**src/rtl/em_74191.sv**
```systemverilog
// em_74191 -- 74191 synchronous 4-bit up/down counter (74190 decade variant
// when BCD=1), cascadable through max_min / nrco.
//
// Ports:
//   clk          system clock, all state changes on the rising edge
//   rst          asynchronous active-high reset, clears count
//   nload        active-low synchronous parallel load (beats count enable)
//   ncten        active-low count enable
//   dnup         direction: 0 = up, 1 = down
//   parallel_in  load data
//   count        counter value (QD..QA = [3:0])
//   max_min      terminal count for the current direction (combinational)
//   nrco         active-low ripple clock: low in the clk-low phase while
//                max_min=1 and ncten=0; its rising edge matches the wrap edge
module em_74191 #(
  parameter int unsigned BCD = 0
) (
  input  logic       clk,
  input  logic       rst,
  input  logic       nload,
  input  logic       ncten,
  input  logic       dnup,
  input  logic [3:0] parallel_in,
  output logic [3:0] count,
  output logic       max_min,
  output logic       nrco
);

  localparam logic [3:0] TOP = (BCD != 0) ? 4'd9 : 4'd15;

  logic [3:0] count_next;

  // Decade mode: any value at or above 9 wraps to 0 going up; going down only
  // 0 wraps (to 9), so 10..15 simply decrement back into the valid range.
  always_comb begin
    count_next = count;
    if (!nload) begin
      count_next = parallel_in;
    end else if (!ncten) begin
      if (dnup) begin
        count_next = (count == 4'd0) ? TOP : count - 4'd1;
      end else begin
        count_next = (count >= TOP) ? 4'd0 : count + 4'd1;
      end
    end
  end

  always_ff @(posedge clk or posedge rst) begin
    if (rst) count <= '0;
    else     count <= count_next;
  end

  always_comb begin
    max_min = dnup ? (count == 4'd0) : (count == TOP);
  end

  always_comb begin
    nrco = ~(max_min & ~ncten & ~clk);
  end

endmodule
```
**config.mk**
```make
export PLATFORM = sky130hd
export DESIGN_NAME = em_74191
export DESIGN_NICKNAME = d
export VERILOG_FILES = /design/src/rtl/em_74191.sv
export SDC_FILE = /design/constraint.sdc
export NUM_CORES = 1
export LEC_CHECK = 0
export ABC_AREA = 1
export ABC_CLOCK_PERIOD_IN_PS = 1400
export CAP_MARGIN = 15
export CORE_AREA = 2 2 39 41
export DETAILED_ROUTE_END_ITERATION = 8
export DIE_AREA = 0 0 41 43
export DONT_BUFFER_PORTS = 1
export GPL_TIMING_DRIVEN = 0
export PLACE_DENSITY_LB_ADDON = 0.2
export SLEW_MARGIN = 20
export SYNTH_ARGS = -nofsm -noshare
export SYNTH_HDL_FRONTEND = slang
export SYNTH_SLANG_ARGS = --single-unit
export TNS_END_PERCENT = 1
```
**constraint.sdc**
```tcl
create_clock -name clk -period 1.4 [get_ports clk]
set_clock_uncertainty 0.05 [all_clocks]
set_input_delay 0 -clock clk [delete_from_list [all_inputs] [get_ports clk]]
set_output_delay 0 -clock clk [all_outputs]
set_load 0.01 [all_outputs]
```
==> results.sh, run 1 <==
export IMPL_fin_crit_sh_pct=103
export IMPL_first_global_vias=486
export IMPL_regToRegStartpoint="count[0]"
export IMPL_ys_ff_latch=4
export IMPL_start_kind="register"
export IMPL_worstPathCellList="inv_2 > ha_4 > nand2_2 > inv_2 > nand2_2 > nand2_4 > nand2_4"
export IMPL_avgSynthCellArea_um2=6.13
export IMPL_clk_pin_slew_ns=0.04
export IMPL_sequentialPowerShare_pct=26.3
export IMPL_synthCells=58
export IMPL_grt_usage_pct=18.7
export IMPL_clockPowerShare_pct=43.2
export IMPL_dp_hpwl_um=704
export IMPL_path_class="register to output pin"
export IMPL_failed_checks="negative hold slack, negative setup slack"
export IMPL_pwr_share_comb_pct=30.5
export IMPL_slew_headroom_pct=80.5
export IMPL_firstDrtPassIters=4
export IMPL_vias_per_cell=4.68
export IMPL_hold_depth=4
export IMPL_diodes=0
export IMPL_tightestPinTransition_ns=0.293
export IMPL_crit_path_end_kind="output pin"
export IMPL_path_max_fanout=5
export IMPL_num_io_pins=15
export IMPL_finalHoldViolCount=1
export IMPL_switchingPower_mw=0.234
export IMPL_portBuffers=0
export IMPL_r2r_slack_ns=0.01
export IMPL_grt_pass1_wl_mm=2.01
export IMPL_setup_viol=2
export IMPL_drive_gt1_share_pct=34.9
export IMPL_ys_warn_count=0
export IMPL_place_congestion=0.758
export IMPL_reg_top3="count (4)"
export IMPL_power_density_nw_per_um2=1020
export IMPL_ys_seq_area_share_pct=28.2
export IMPL_worst_slack_ns=-0.0424
export IMPL_vdd_ir_drop_max_mv=0.642
export IMPL_design_die_area_um2=1760
export IMPL_gr_total_overflow=0
export IMPL_vias=463
export IMPL_fin_crit_ns=1.44
export IMPL_r2r_end="count[3]"
export IMPL_cp_slowest_cell="dfrtp_2"
export IMPL_holdWs_ns=-0.0134
export IMPL_wl_per_cell_um=12.3
export IMPL_nFillCells=141
export IMPL_post_place_ws_ns=-0.0689
export IMPL_ant_nets=0
export IMPL_timing_fmax_mhz=693
export IMPL_die_x_um=41
export IMPL_p_int_mw=0.433
export IMPL_largest_register="count"
export IMPL_multiInputGateArea_um2=275
export IMPL_cap_violations=0
export IMPL_num_nets_final=96
export IMPL_core_um2=1380
export IMPL_grt_antenna_before_repair=0
export IMPL_place_area_um2=375
export IMPL_synth_area_um2=355
export IMPL_timing_hold_worst_endpoint="count[2]"
export IMPL_start_util_pct=25.7
export IMPL_area_growth_pct=84.5
export IMPL_maxSlewViolCount=0
export IMPL_ff2ff_path_depth=9
export IMPL_fin_area_um2=656
export IMPL_die_h_um=43
export IMPL_cp_required_ns=1.35
export IMPL_clock_latency_ns=0.35
export IMPL_drc=0
export IMPL_leakage_nw=0.328
export IMPL_synth_cell_type_count=14
export IMPL_tritoncts="done"
export IMPL_grt_start_max_net_pins=7
export IMPL_arrival_ns=1.39
export IMPL_status="finished with violations"
export IMPL_switching_share_pct=35.1
export IMPL_hold_start="dnup"
export IMPL_min_path_type="input port to register"
export IMPL_largest_reg_flops=4
export IMPL_synth_nets=69
export IMPL_routed_wl_mm=1.22
export IMPL_rsz0062_at_grt="yes"
export IMPL_rows=14
export IMPL_regArea_um2=103
export IMPL_slowest_delay_ns=0.47
export IMPL_drt_iter0_markers=18
## critical path: cells and delay by family, from the launching register on
family        cells  cell delay, ns
buf+inv           2            0.16
flops             1            0.47
simple gates      4            0.28
fa+ha+maj         1            0.13
## worst max-delay path by stage
stage | start | endpoint | slack, ns | cells after the start
final | count[1] | nrco | -0.04 | 7
after CTS | count[0] | nrco | -0.02 | 7
after global placement | count[0] | count[2] | -0.09 | 7
after floorplan | count[0] | count[2] | 0.07 | 7
after detailed placement | count[0] | count[2] | -0.07 | 7
after global routing | count[1] | nrco | -0.12 | 7
## synth_stat cells
cell / count / area share [%]
dfrtp_1: 4 / 28
xnor2_1: 1 / 2.5
inv_2: 2 / 2.1
xor2_1: 1 / 2.5
o221ai_1: 1 / 2.5
a21oi_1: 1 / 1.4
o211ai_1: 1 / 2.1
nor2_1: 8 / 8.5
nand2_1: 23 / 24
inv_1: 8 / 8.5
nand3_1: 4 / 5.6
o21bai_2: 1 / 3.2
nand4_1: 1 / 1.8
ha_1: 2 / 7.0
## cell families (layout without fill, tap and decap cells)
| family | after synthesis | after routing | synth area share [%] |
|---|---|---|---|
| AOI/OAI and AO/OA | 4 | 4 | 9.15 |
| DFF | 4 | 4 | 28.2 |
| xor gates and xnor gates | 2 | 2 | 4.93 |
| buffers and inverters | 10 | 35 | 10.6 |
| adders and majority gates | 2 | 2 | 7.04 |
| and+or+nand+nor | 36 | 36 | 40.1 |
## layout make-up
type	instances	share of cell area, %
sequential	4	15.6
clock buffer	6	6.87
tap	16	3.05
multi-input combinational	44	42.0
inverter	10	5.73
timing repair buffer	19	26.7
## power by group through the flow
stage	logic, mW	clock network (mW)	registers, mW
after floorplan	0.101	0.00793	0.162
after global placement	0.117	0.00793	0.172
after detailed placement	0.117	0.00793	0.171
after CTS	0.188	0.294	0.176
after global routing	0.231	0.323	0.180
final	0.204	0.288	0.176
## layout by cell type, fill, tap and decap left out
master and count:
a21oi_1 1, nand3_1 4, o211ai_1 1, nand2_4 2
nor2_1 7, inv_2 5, buf_4 6, dfrtp_2 2
o21bai_2 1, nand2_2 4, dfrtp_1 2, nand4_1 1
xnor2_1 1, clkbuf_4 6, ha_4 2, inv_1 5
nor2_4 1, xor2_1 1, nand2_1 17, dlygate4sd3_1 13
o221ai_1 1
## metal layers
| metal | routed length [um] | track usage [%] | vias to the layer above | part of all wire (%) |
|---|---|---|---|---|
| li1 | - | - | 231 | - |
| met1 | 489 | 17.8 | 209 | 40 |
| met2 | 613 | 26.9 | 18 | 50 |
| met3 | 76 | 6.81 | 5 | 6.2 |
| met4 | 40 | 21.3 | 0 | 3.3 |
| met5 | 0 | 0 | - | 0 |
## metrics by stage
stage | setup TNS [ns] | hold WS [ns] | power (mW) | utilization (%) | cells
2_1_floorplan | 0 | -0.284 | 0.270 | - | 58
3_3_place_gp | -0.0951 | -0.254 | 0.297 | 27.1 | 74
3_5_place_dp | -0.0689 | -0.253 | 0.296 | 27.1 | 74
4_1_cts | -0.0238 | -0.172 | 0.659 | 45.6 | 97
5_1_grt | -0.401 | 0.00676 | 0.734 | 47.4 | 99
6_report | -0.0424 | -0.0134 | 0.668 | 47.4 | 99
## what timing repair did
| item | CTS | global route |
|---|---|---|
| pin swaps | 6 | 8 |
| hold endpoints to repair | 8 | 2 |
| resized for setup | 17 | 2 |
| endpoints found under the setup margin | 4 | 6 |
| setup buffers | 5 | 2 |
| hold buffers | 12 | 1 |
No activity file was read; power rests on OpenSTA's default activity.
==> run 2: changes to the inputs <==
--- a/config.mk
+++ b/config.mk
@@ -6,13 +6,13 @@
 export NUM_CORES = 1
 export LEC_CHECK = 0
 export ABC_AREA = 1
-export ABC_CLOCK_PERIOD_IN_PS = 1400
 export CAP_MARGIN = 15
 export CORE_AREA = 2 2 39 41
 export DETAILED_ROUTE_END_ITERATION = 8
 export DIE_AREA = 0 0 41 43
 export DONT_BUFFER_PORTS = 1
 export GPL_TIMING_DRIVEN = 0
+export HOLD_SLACK_MARGIN = 0.1
 export PLACE_DENSITY_LB_ADDON = 0.2
 export SLEW_MARGIN = 20
 export SYNTH_ARGS = -nofsm -noshare
==> results.sh, run 2 (synthesized netlist as in run 1, its figures left out) <==
export IMPL_final_util_pct=46.7
export IMPL_core_um2=1380
export IMPL_fin_setup_tns_ns=-0.0484
export IMPL_worstPathCellList="inv_2 > ha_4 > nand2_2 > inv_2 > nand2_2 > nand2_4 > nand2_4"
export IMPL_drt_iter0_markers=4
export IMPL_grt_start_max_net_pins=7
export IMPL_cp_required_ns=1.35
export IMPL_status="finished with violations"
export IMPL_path_max_fanout=5
export IMPL_reg_top3="count (4)"
export IMPL_ant_nets=0
export IMPL_finalNonFillerCells=98
export IMPL_rows=14
export IMPL_power_density_nw_per_um2=1030
export IMPL_vdd_ir_drop_max_mv=0.656
export IMPL_crit_path_end_kind="output pin"
export IMPL_fin_crit_sh_pct=103
export IMPL_dp_hpwl_um=704
export IMPL_tightestPinTransition_ns=0.292
export IMPL_clock_latency_ns=0.35
export IMPL_tritoncts="done"
export IMPL_design_die_area_um2=1760
export IMPL_place_inst=74
export IMPL_failed_checks="negative hold slack, negative setup slack"
export IMPL_path_buf_inv=2
export IMPL_drc=0
export IMPL_mostFrequentLayoutCell="nand2_1"
export IMPL_worst_slack_ns=-0.0484
export IMPL_regArea_um2=103
export IMPL_num_nets_final=95
export IMPL_area_growth_pct=81.7
export IMPL_routed_wl_mm=1.20
export IMPL_num_io_pins=15
export IMPL_vias_per_cell=4.80
export IMPL_holdWs_ns=-0.177
export IMPL_setup_viol=2
export IMPL_grt_pass1_wl_mm=2.03
export IMPL_slew_headroom_pct=80.5
export IMPL_diodes=0
export IMPL_multiInputGateArea_um2=275
export IMPL_portBuffers=0
export IMPL_largest_reg_flops=4
export IMPL_mostFrequentLayoutCells="nand2_1 (17), dlygate4sd3_1 (12), nor2_1 (7), clkbuf_4 (6), buf_4 (6)"
export IMPL_path_class="register to output pin"
export IMPL_cp_slowest_cell="dfrtp_2"
export IMPL_die_x_um=41
export IMPL_finalHoldViolCount=3
export IMPL_cap_violations=0
export IMPL_slowest_delay_ns=0.46
export IMPL_arrival_ns=1.40
export IMPL_largest_register="count"
export IMPL_drive_gt1_share_pct=35.4
export IMPL_timing_fmax_mhz=690
export IMPL_fin_crit_ns=1.45
export IMPL_nFillCells=142
export IMPL_grt_antenna_before_repair=0
export IMPL_leakage_nw=0.324
export IMPL_cts_hold_buf=12
export IMPL_gr_total_overflow=0
export IMPL_min_path_type="input port to register"
export IMPL_start_util_pct=25.7
export IMPL_place_congestion=0.758
export IMPL_critical_path_top_delay_family="flip-flops"
export IMPL_rsz0062_at_grt="yes"
export IMPL_die_h_um=43
export IMPL_grt_usage_pct=18.8
export IMPL_clk_pin_slew_ns=0.04
export IMPL_firstDrtPassIters=4
export IMPL_wl_per_cell_um=12.3
export IMPL_maxSlewViolCount=0
export IMPL_vias=470
export IMPL_start_kind="register"
export IMPL_first_global_vias=489
[run 2: cell count changes in the layout (fill, tap and decap cells not counted), sizes merged]
cell         delta
dlygate4sd3     -1
[run 2: final timing paths]
check,start,to,slack (ns),depth (start not counted)
min in group asynchronous,rst,count[0],0.50,3
min,dnup,count[1],-0.18,2
max in group asynchronous,rst,count[1],0.59,3
max reg2reg,count[1],count[0],0,9
min reg2reg,count[3],count[3],0.59,2
max,count[1],nrco,-0.05,7
[run 2: routing by layer]
metal	share of wire, %	vias up	routed length, um	track usage, %
li1	-	228	-	-
met1	38	209	460	18.1
met2	49	26	593	26.9
met3	7.8	7	94	6.81
met4	4.6	0	55	21.3
met5	0	-	0	0
[run 2: stage by stage]
stage	area (um^2)	power, mW	setup slack (ns)
after floorplan	355	0.270	0.0665
after global placement	375	0.297	-0.0870
after detailed placement	375	0.296	-0.0689
after CTS	631	0.659	-0.0238
after global routing	646	0.731	-0.121
final	646	0.665	-0.0484
[run 2: layout make-up]
cell class / instances / area share, %
multi-input combinational: 44 / 42.6
timing repair buffer: 18 / 25.6
sequential: 4 / 15.9
clock buffer: 6 / 6.98
inverter: 10 / 5.81
tap: 16 / 3.10
[run 2: where the power goes]
group	switching [mW]	total, mW	internal (mW)
clock	0.0932	0.288	0.195
combinational	0.0983	0.201	0.103
sequential	0.0416	0.176	0.134
total	0.233	0.665	0.432
[run 2: repair_timing]
item | in CTS | in global routing
pin swaps | 6 | 8
hold endpoints to repair | 9 | 4
setup endpoints to repair | 4 | 6
resized for setup | 17 | 2
setup buffers | 5 | 2
